### config.mk
export PLATFORM = sky130hd
export DESIGN_NAME = gfx_rom_fetch
export DESIGN_NICKNAME = d
export VERILOG_FILES = /design/src/rtl/gfx_fetch_pkg.sv /design/src/rtl/gfx_port_tag.sv /design/src/rtl/gfx_rom_fetch.sv
export SDC_FILE = /design/constraint.sdc
export NUM_CORES = 1
export LEC_CHECK = 0
export ABC_AREA = 1
export ABC_CLOCK_PERIOD_IN_PS = 2000
export BUFFER_PORTS_ARGS = -buffer_cell sky130_fd_sc_hd__buf_2
export CORE_MARGIN = 1.5
export CORE_UTILIZATION = 55
export CTS_BUF_LIST = sky130_fd_sc_hd__clkbuf_2 sky130_fd_sc_hd__clkbuf_4 sky130_fd_sc_hd__clkbuf_8
export DETAILED_ROUTE_END_ITERATION = 10
export GPL_ROUTABILITY_DRIVEN = 1
export HOLD_SLACK_MARGIN = 0.15
export PLACE_DENSITY_LB_ADDON = 0.05
export SLEW_MARGIN = 40
export SYNTH_ARGS = -nofsm -noshare
export SYNTH_HDL_FRONTEND = slang
export SYNTH_SLANG_ARGS = --single-unit
### constraint.sdc
create_clock -name clk_sys -period 2 [get_ports clk_sys]
set_input_delay 0.3 -clock clk_sys [delete_from_list [all_inputs] [get_ports clk_sys]]
set_output_delay 0.3 -clock clk_sys [all_outputs]
set_load 0.005 [all_outputs]
### src/rtl/gfx_fetch_pkg.sv
// gfx_fetch_pkg
//   Shared types and constants for the graphics ROM fetch block.
//   - fetch_state_t : FSM state encoding for gfx_rom_fetch
//   - REGION_CHAR / REGION_SPR : region bit prepended to the external address
//   - ERR_MAX : saturation value of the timeout error counter
//   - sat_inc8 : saturating 8-bit increment used by err_cnt

package gfx_fetch_pkg;

  typedef enum logic [1:0] {
    ST_IDLE      = 2'd0,
    ST_CHAR_WAIT = 2'd1,
    ST_SPR_WAIT  = 2'd2,
    ST_BACKOFF   = 2'd3
  } fetch_state_t;

  localparam logic       REGION_CHAR = 1'b0;
  localparam logic       REGION_SPR  = 1'b1;
  localparam logic [7:0] ERR_MAX     = 8'd255;

  function automatic logic [7:0] sat_inc8(input logic [7:0] val);
    return (val == ERR_MAX) ? val : val + 8'd1;
  endfunction

endpackage

### src/rtl/gfx_port_tag.sv
// gfx_port_tag
//   Per-port fetch bookkeeping: tag (address of the last launched fetch),
//   valid bit and the two bitplane data registers.
//   Ports:
//     clk_sys, reset_n       : clock, synchronous active-low reset
//     rom_addr   [ADDR_W-1:0]: current tile-row address requested by video
//     load_tag               : capture rom_addr into the tag (fetch launched)
//     load_data              : capture mem_data into data1/data2, set valid
//     clr_valid              : invalidate after a timed-out fetch
//     mem_data   [15:0]      : {plane 2, plane 1} from external memory
//     dirty                  : port needs a fetch (invalid or address moved)
//     data1, data2 [7:0]     : registered bitplane outputs

module gfx_port_tag
  import gfx_fetch_pkg::*;
#(
  parameter int ADDR_W = 13
) (
  input  logic              clk_sys,
  input  logic              reset_n,
  input  logic [ADDR_W-1:0] rom_addr,
  input  logic              load_tag,
  input  logic              load_data,
  input  logic              clr_valid,
  input  logic [15:0]       mem_data,
  output logic              dirty,
  output logic [7:0]        data1,
  output logic [7:0]        data2
);

  logic [ADDR_W-1:0] tag;
  logic              valid;

  always_ff @(posedge clk_sys) begin
    if (!reset_n) begin
      tag   <= '0;
      valid <= 1'b0;
      data1 <= 8'd0;
      data2 <= 8'd0;
    end else begin
      if (load_tag) begin
        tag <= rom_addr;
      end
      if (load_data) begin
        data1 <= mem_data[7:0];
        data2 <= mem_data[15:8];
        valid <= 1'b1;
      end else if (clr_valid) begin
        valid <= 1'b0;
      end
    end
  end

  // The tag already holds the in-flight address while a fetch is pending, so
  // an address change during the fetch still shows up as dirty once the
  // fetch returns and the FSM is back in IDLE.
  assign dirty = !valid || (rom_addr != tag);

endmodule

### src/rtl/gfx_rom_fetch.sv
// gfx_rom_fetch
//   Arbitrates character and sprite tile-row fetches onto a single external
//   16-bit graphics ROM port. Each port refetches whenever its address moves
//   or its last fetch failed; char has priority over sprite.
//   Ports:
//     clk_sys, reset_n            : clock, synchronous active-low reset
//     char_rom_addr [ADDR_W-1:0]  : character tile-row address
//     char_data1/2  [7:0]         : character bitplanes 1 / 2
//     spr_rom_addr  [ADDR_W-1:0]  : sprite tile-row address
//     spr_data1/2   [7:0]         : sprite bitplanes 1 / 2
//     mem_addr      [ADDR_W:0]    : {region, addr}, region 0 = char, 1 = sprite
//     mem_req                     : read request level, held until ack/timeout
//     mem_ack                     : one-cycle acknowledge, mem_data valid with it
//     mem_data      [15:0]        : {plane 2, plane 1}
//     err_cnt       [7:0]         : saturating count of fetch timeouts
//
//   state      | meaning
//   -----------+-----------------------------------------------------------
//   IDLE       | no fetch in flight; launch char if dirty, else sprite
//   CHAR_WAIT  | char fetch outstanding, waiting for mem_ack or timeout
//   SPR_WAIT   | sprite fetch outstanding, waiting for mem_ack or timeout
//   BACKOFF    | one quiet cycle after a timeout before re-arbitrating

module gfx_rom_fetch
  import gfx_fetch_pkg::*;
#(
  parameter int ADDR_W  = 13,
  parameter int TIMEOUT = 31
) (
  input  logic              clk_sys,
  input  logic              reset_n,
  input  logic [ADDR_W-1:0] char_rom_addr,
  output logic [7:0]        char_data1,
  output logic [7:0]        char_data2,
  input  logic [ADDR_W-1:0] spr_rom_addr,
  output logic [7:0]        spr_data1,
  output logic [7:0]        spr_data2,
  output logic [ADDR_W:0]   mem_addr,
  output logic              mem_req,
  input  logic              mem_ack,
  input  logic [15:0]       mem_data,
  output logic [7:0]        err_cnt
);

  // Down-counter loaded on launch; the wait cycle that sees zero without an
  // ack is the TIMEOUT-th one, so mem_req is high for exactly TIMEOUT cycles.
  localparam int              CNT_W   = (TIMEOUT < 2) ? 1 : $clog2(TIMEOUT);
  localparam logic [CNT_W-1:0] TO_LOAD = CNT_W'(TIMEOUT - 1);

  fetch_state_t     state;
  logic [CNT_W-1:0] wait_cnt;

  logic char_dirty;
  logic spr_dirty;
  logic wait_tc;

  logic char_load_tag;
  logic spr_load_tag;
  logic char_load_data;
  logic spr_load_data;
  logic char_clr_valid;
  logic spr_clr_valid;

  assign wait_tc = (wait_cnt == '0);

  // Port strobes mirror the FSM decisions made in the same cycle below.
  assign char_load_tag  = (state == ST_IDLE) && char_dirty;
  assign spr_load_tag   = (state == ST_IDLE) && !char_dirty && spr_dirty;
  assign char_load_data = (state == ST_CHAR_WAIT) && mem_ack;
  assign spr_load_data  = (state == ST_SPR_WAIT) && mem_ack;
  assign char_clr_valid = (state == ST_CHAR_WAIT) && !mem_ack && wait_tc;
  assign spr_clr_valid  = (state == ST_SPR_WAIT) && !mem_ack && wait_tc;

  gfx_port_tag #(
    .ADDR_W (ADDR_W)
  ) u_char_tag (
    .clk_sys   (clk_sys),
    .reset_n   (reset_n),
    .rom_addr  (char_rom_addr),
    .load_tag  (char_load_tag),
    .load_data (char_load_data),
    .clr_valid (char_clr_valid),
    .mem_data  (mem_data),
    .dirty     (char_dirty),
    .data1     (char_data1),
    .data2     (char_data2)
  );

  gfx_port_tag #(
    .ADDR_W (ADDR_W)
  ) u_spr_tag (
    .clk_sys   (clk_sys),
    .reset_n   (reset_n),
    .rom_addr  (spr_rom_addr),
    .load_tag  (spr_load_tag),
    .load_data (spr_load_data),
    .clr_valid (spr_clr_valid),
    .mem_data  (mem_data),
    .dirty     (spr_dirty),
    .data1     (spr_data1),
    .data2     (spr_data2)
  );

  always_ff @(posedge clk_sys) begin
    if (!reset_n) begin
      state    <= ST_IDLE;
      mem_req  <= 1'b0;
      mem_addr <= '0;
      wait_cnt <= '0;
      err_cnt  <= 8'd0;
    end else begin
      case (state)
        ST_IDLE: begin
          if (char_dirty) begin
            mem_addr <= {REGION_CHAR, char_rom_addr};
            mem_req  <= 1'b1;
            wait_cnt <= TO_LOAD;
            state    <= ST_CHAR_WAIT;
          end else if (spr_dirty) begin
            mem_addr <= {REGION_SPR, spr_rom_addr};
            mem_req  <= 1'b1;
            wait_cnt <= TO_LOAD;
            state    <= ST_SPR_WAIT;
          end
        end

        ST_CHAR_WAIT, ST_SPR_WAIT: begin
          // Ack wins over a coincident terminal count.
          if (mem_ack) begin
            mem_req <= 1'b0;
            state   <= ST_IDLE;
          end else if (wait_tc) begin
            mem_req <= 1'b0;
            err_cnt <= sat_inc8(err_cnt);
            state   <= ST_BACKOFF;
          end else begin
            wait_cnt <= wait_cnt - CNT_W'(1);
          end
        end

        ST_BACKOFF: begin
          state <= ST_IDLE;
        end

        default: begin
          state   <= ST_IDLE;
          mem_req <= 1'b0;
        end
      endcase
    end
  end

endmodule

=== Word level (Yosys, flattened, before mapping) ===
Index checks and enable logic that the tools add are counted.
Widths: inputs -> output; s select.

* Add/sub/neg operators: 2
* Equality and inequality tests: 10
* Mux-type cells: 21
* Bitwise operators: 2
* Reduce and logical (&&, ||, !) cells: 27

{| class="wikitable"
|+ Operators with widths
! cell !! count
|-
| $mux 14 || 2
|-
| $ne 13x13->1 || 2
|-
| $mux 5 || 4
|-
| $pmux 5 s2 || 1
|-
| $logic_and 1x1->1 || 9
|-
| $add 8x1->8 const B || 1
|-
| $eq 8x8->1 const B || 1
|-
| $mux 1 || 8
|-
| $mux 2 || 4
|-
| $reduce_and 4->1 || 2
|-
| $reduce_bool 2->1 || 4
|-
| $ne 3x3->1 const B || 2
|-
| $pmux 2 s3 || 1
|-
| $logic_not 5->1 || 1
|-
| $sub 5x1->5 const B || 1
|-
| $eq 2x2->1 const B || 2
|-
| $logic_not 1->1 || 4
|-
| $ne 2x2->1 const B || 2
|-
| $reduce_and 2->1 || 2
|-
| $reduce_and 3->1 || 1
|-
| $eq 2x1->1 const B || 1
|-
| $logic_not 2->1 || 1
|-
| $logic_or 1x1->1 || 2
|-
| $not 1->1 || 2
|-
| 2 further kinds || 2
|}

* Register bits after elaboration: 90
* Bits of input ports: 45
* Output and inout bits: 55

=== Longest topological paths before layout ===
* Word-level depth: 5
* Mapped depth: 14
* Gate-level depth less buffers: 13

=== By module ===
From an unflattened synthesis, not the netlist that was laid out.

* Cell total of the unflattened synthesis: 634
* Area, all modules: 4244.1 µm²

{| class="wikitable"
|+ Modules (own cells, without submodules)
! module !! instances !! cells each !! area each (µm²)
|-
| gfx_port_tag || 2 || 190 || 1277.5
|-
| gfx_rom_fetch || 1 || 254 || 1689.1
|}

=== Worst setup path after synthesis ===
No wires, ideal clock.

* Kind: reg-to-reg
* From: reg state[0]
* To: reg err_cnt[7]
* Arrival time: 1.555 ns
* Slack: 0.326 ns
* Cell stages (with the launch flop): 11
* Path buffers: 1
* Clock period less this slack: 1.674 ns
* Cell sequence: dfxtp_1 inv_1 ha_1 buf_2 inv_1 nor2_1 nand2_1 nor2_1 nand2_1 o21ai_0 a21oi_1

* Word-level cells in the longest chain between the ends: 3

{| class="wikitable"
|+ Ends and longest elaborated chain
! element !! RTL line !! text
|-
| from (decl) || gfx_rom_fetch.sv:50 || <nowiki>fetch_state_t state;</nowiki>
|-
| from (signal assigned) || gfx_rom_fetch.sv:106 || <nowiki>state <= ST_IDLE;</nowiki>
|-
| from (signal assigned) || gfx_rom_fetch.sv:118 || <nowiki>state <= ST_CHAR_WAIT;</nowiki>
|-
| from (signal assigned) || gfx_rom_fetch.sv:123 || <nowiki>state <= ST_SPR_WAIT;</nowiki>
|-
| $eq 2x1->1 / $eq 2x2->1 (equally long branches) || gfx_rom_fetch.sv:112 || <nowiki>case (state)</nowiki>
|-
| $reduce_or 2->1 * || gfx_rom_fetch.sv:112 ||
|-
| $reduce_and 4->1 (no line) * || n/a ||
|-
| to (signal assigned) || gfx_rom_fetch.sv:134 || <nowiki>err_cnt <= sat_inc8(err_cnt);</nowiki>
|-
| to (decl) || gfx_rom_fetch.sv:42 || <nowiki>output logic [7:0] err_cnt</nowiki>
|}

Every way passes the cells marked *; elsewhere a longest branch is shown, timed or not.
A chain may end at the register's enable or synchronous reset.

=== Worst setup path in the final report ===
* From: reg state[1]
* To: reg err_cnt[4]

The elaborated chain is that of the path after synthesis.

==> flow_metrics.env <==
export IMPL_status="finished, final reports clean"
export IMPL_tns_ps=0
export IMPL_hp_class="input pin to flip-flop"
export IMPL_antenna_found_initial=0
export IMPL_drtIter0Drc=207
export IMPL_die_area_mm2=0.00861
export IMPL_leakage_nw=2.65
export IMPL_placed_cells=878
export IMPL_fmax_mhz=547
export IMPL_cts_reportedPaths_clkPinSlew_ps=100
export IMPL_end_kind="flip-flop"
export IMPL_synth_area_leaders="dfxtp_1 (41%), nor2_1 (13%), nand2_1 (13%), o21ai_0 (8.0%), inv_1 (6.5%)"
export IMPL_overflow=0
export IMPL_synth_edf_count=0
export IMPL_worstSetupPathType="flip-flop to flip-flop"
export IMPL_ys_ff_latch=90
export IMPL_clkSinkCount=90
export IMPL_path_max_fanout=11
export IMPL_drt_pass1_iterations=5
export IMPL_clk_latency_ps=370
export IMPL_grt_pass1_vias=4121
export IMPL_start_util=0.571
export IMPL_ir_drop_uv=530
export IMPL_ys_flop_type="dfxtp_1"
export IMPL_synth_most_common_cell="nor2_1"
export IMPL_finalSetupViolCount=0
export IMPL_synthToLayoutAreaGrowth_pct=19.0
export IMPL_routed_via_count=4451
export IMPL_rows=32
export IMPL_synth_distinct_cells=31
export IMPL_maxSlewHeadroom=0.639
export IMPL_antenna_left=0
export IMPL_hold_viol=0
export IMPL_cts_buffer_depth=2
export IMPL_synth_cells=691
export IMPL_worstPathRequired_ps=2270
export IMPL_fin_worst_skew_ps=13.4
export IMPL_yosys_warnings=0
export IMPL_gp_congestion=0.928
export IMPL_synth_top_area_frac=0.406
export IMPL_grt_max_degree=60
export IMPL_yosysTopAreaCell="dfxtp_1"
export IMPL_tightestPinTransition_ps=541
export IMPL_synth_common_cells="nor2_1 (159), nand2_1 (158), dfxtp_1 (90)"
export IMPL_antenna_diode_count=0
export IMPL_final_area_mm2=0.00528
export IMPL_async_flop_share=0
export IMPL_grt_pass1_wl_um=18600
export IMPL_r2r_end="err_cnt[4]"
export IMPL_final_cells=894
export IMPL_rr_worst_depth=9
export IMPL_dpl_cell_area_mm2=0.00502
export IMPL_dieWidth_um=92.8
export IMPL_post_route_period_util=0.914
export IMPL_worst_hold_path_endpoint="u_char_tag.data2[3]"
export IMPL_holdPathStages=3
export IMPL_wl_per_cell_um=12.3
export IMPL_ctsHoldBuffers=0
export IMPL_dp_hpwl_um=8070
export IMPL_p_per_area_mw_per_mm2=1180
export IMPL_post_route_min_period_ps=1830
export IMPL_min_delay_start="mem_data[11]"
export IMPL_r2r_start="state[1]"
export IMPL_via_per_inst=4.98
export IMPL_rsz0062_at_grt="false"
export IMPL_final_layout_size_suffix_gt1_frac=0.196
export IMPL_totalWireLength_um=11000
export IMPL_cap_viol_max_count=0
export IMPL_rrSetupSlack_ps=170
export IMPL_seq_area_frac_synth=0.406
export IMPL_nets=838
export IMPL_root_buffer="clkbuf_8"
export IMPL_drcViolationCount=0
export IMPL_numPortBuffers=99
export IMPL_grt_util_all_layers=0.270
export IMPL_syn_nets=742
export IMPL_syn_area_per_cell_um2=6.42
export IMPL_cts_buffers=9
export IMPL_core_area_mm2=0.00777
export IMPL_synth_area_mm2=0.00443
export IMPL_critPathArrivalTime_ps=2100
export IMPL_htree_levels=3
export IMPL_cts_tree="yes"
export IMPL_critPathLaunchType="flip-flop"
export IMPL_die_h_um=92.8
export IMPL_drv_slew=0
export IMPL_pin_count=100
[cells by family after synthesis]
family | share of synthesized area
flops | 0.406
compound gates | 0.141
fa+ha+maj | 0.0169
xor+xnor | 0.00198
simple gates | 0.334
buf+inv | 0.0996
[power by group]
part | internal (mW) | leakage [nW] | switching (mW)
clock network | 0.731 | 0.114 | 0.727
registers | 2.19 | 0.737 | 0.214
logic | 0.900 | 1.80 | 1.44
total | 3.82 | 2.65 | 2.38
[stage by stage]
step	utilization	power [mW]	worst slack [ps]	hold WS, ps
finish	0.679	6.21	172	183
global route	0.679	6.71	1.23	203
CTS	0.676	6.14	36.4	184
detailed placement	0.646	4.67	73.8	458
global placement	0.646	4.59	167	454
floorplan	-	4.03	326	439
[layout make-up]
class                   instances  area, um2
clock buffers                   9        124
clock inverters                 7        108
fillers                       728       2490
inverters                      88        332
multi-input cells             491       2210
flip-flops and latches         90       1800
well taps                     102        128
repair buffers                107        568
[cells in the final DEF (no fill, tap or decap), types with 2 or more instances in the layout]
cell | Yosys | final
a21oi_1 | 24 | 24
nor3b_1 | 2 | 2
o21ai_1 | 24 | 24
inv_8 | 0 | 2
nand2_4 | 3 | 3
nor3_1 | 2 | 2
inv_2 | 10 | 10
inv_1 | 77 | 77
buf_2 | 4 | 99
dfxtp_1 | 90 | 90
nand2_1 | 158 | 158
nor2_1 | 159 | 159
nand3_2 | 2 | 3
nor2_2 | 4 | 4
or2_2 | 2 | 2
nand2_2 | 4 | 4
nor2_4 | 3 | 3
o21ai_0 | 71 | 71
clkbuf_8 | 0 | 9
ha_1 | 6 | 5
bufinv_16 | 0 | 2
inv_6 | 0 | 2
buf_4 | 2 | 7
nand3_1 | 20 | 19
[metal layers]
layer  track usage  part of all wire  wire, um
met3        0.0369             0.046       507
met1         0.344              0.46      5020
met4        0.0846             0.019       208
met2         0.469              0.48      5250
met5             0                 0         0
[worst max-delay path, cell delays in order (launching register included)]
cell	delay, ps
dfxtp_1	360
inv_1	110
ha_4	370
inv_1	50
nor2_1	110
nand2_1	170
nor3_1	310
nand3_1	120
nand2_1	80
nor2_1	40
[worst max-delay path by stage]
stage | start | endpoint | slack, ps | cells after the start
after floorplan | state[0] | err_cnt[7] | 330 | 10
after CTS | state[1] | err_cnt[4] | 40 | 9
after detailed placement | state[1] | wait_cnt[1] | 70 | 9
after global routing | wait_cnt[0] | err_cnt[5] | 1 | 9
after global placement | state[0] | wait_cnt[1] | 170 | 9
final | state[1] | err_cnt[4] | 170 | 9
[sequential cells by signal, summed over array words and instances (netlist names), 2 cells and up]
register,cells
state,2
u_spr_tag.data1,8
u_char_tag.data2,8
u_spr_tag.data2,8
u_spr_tag.tag,13
err_cnt,8
u_char_tag.data1,8
u_char_tag.tag,13
wait_cnt,5
mem_addr,14
[repair_timing]
| action | CTS | global route |
|---|---|---|
| resized for setup | 0 | 4 |
| setup buffers | 0 | 0 |
| endpoints found under the setup margin | 0 | 9 |
(Power assumes the default switching activity.)
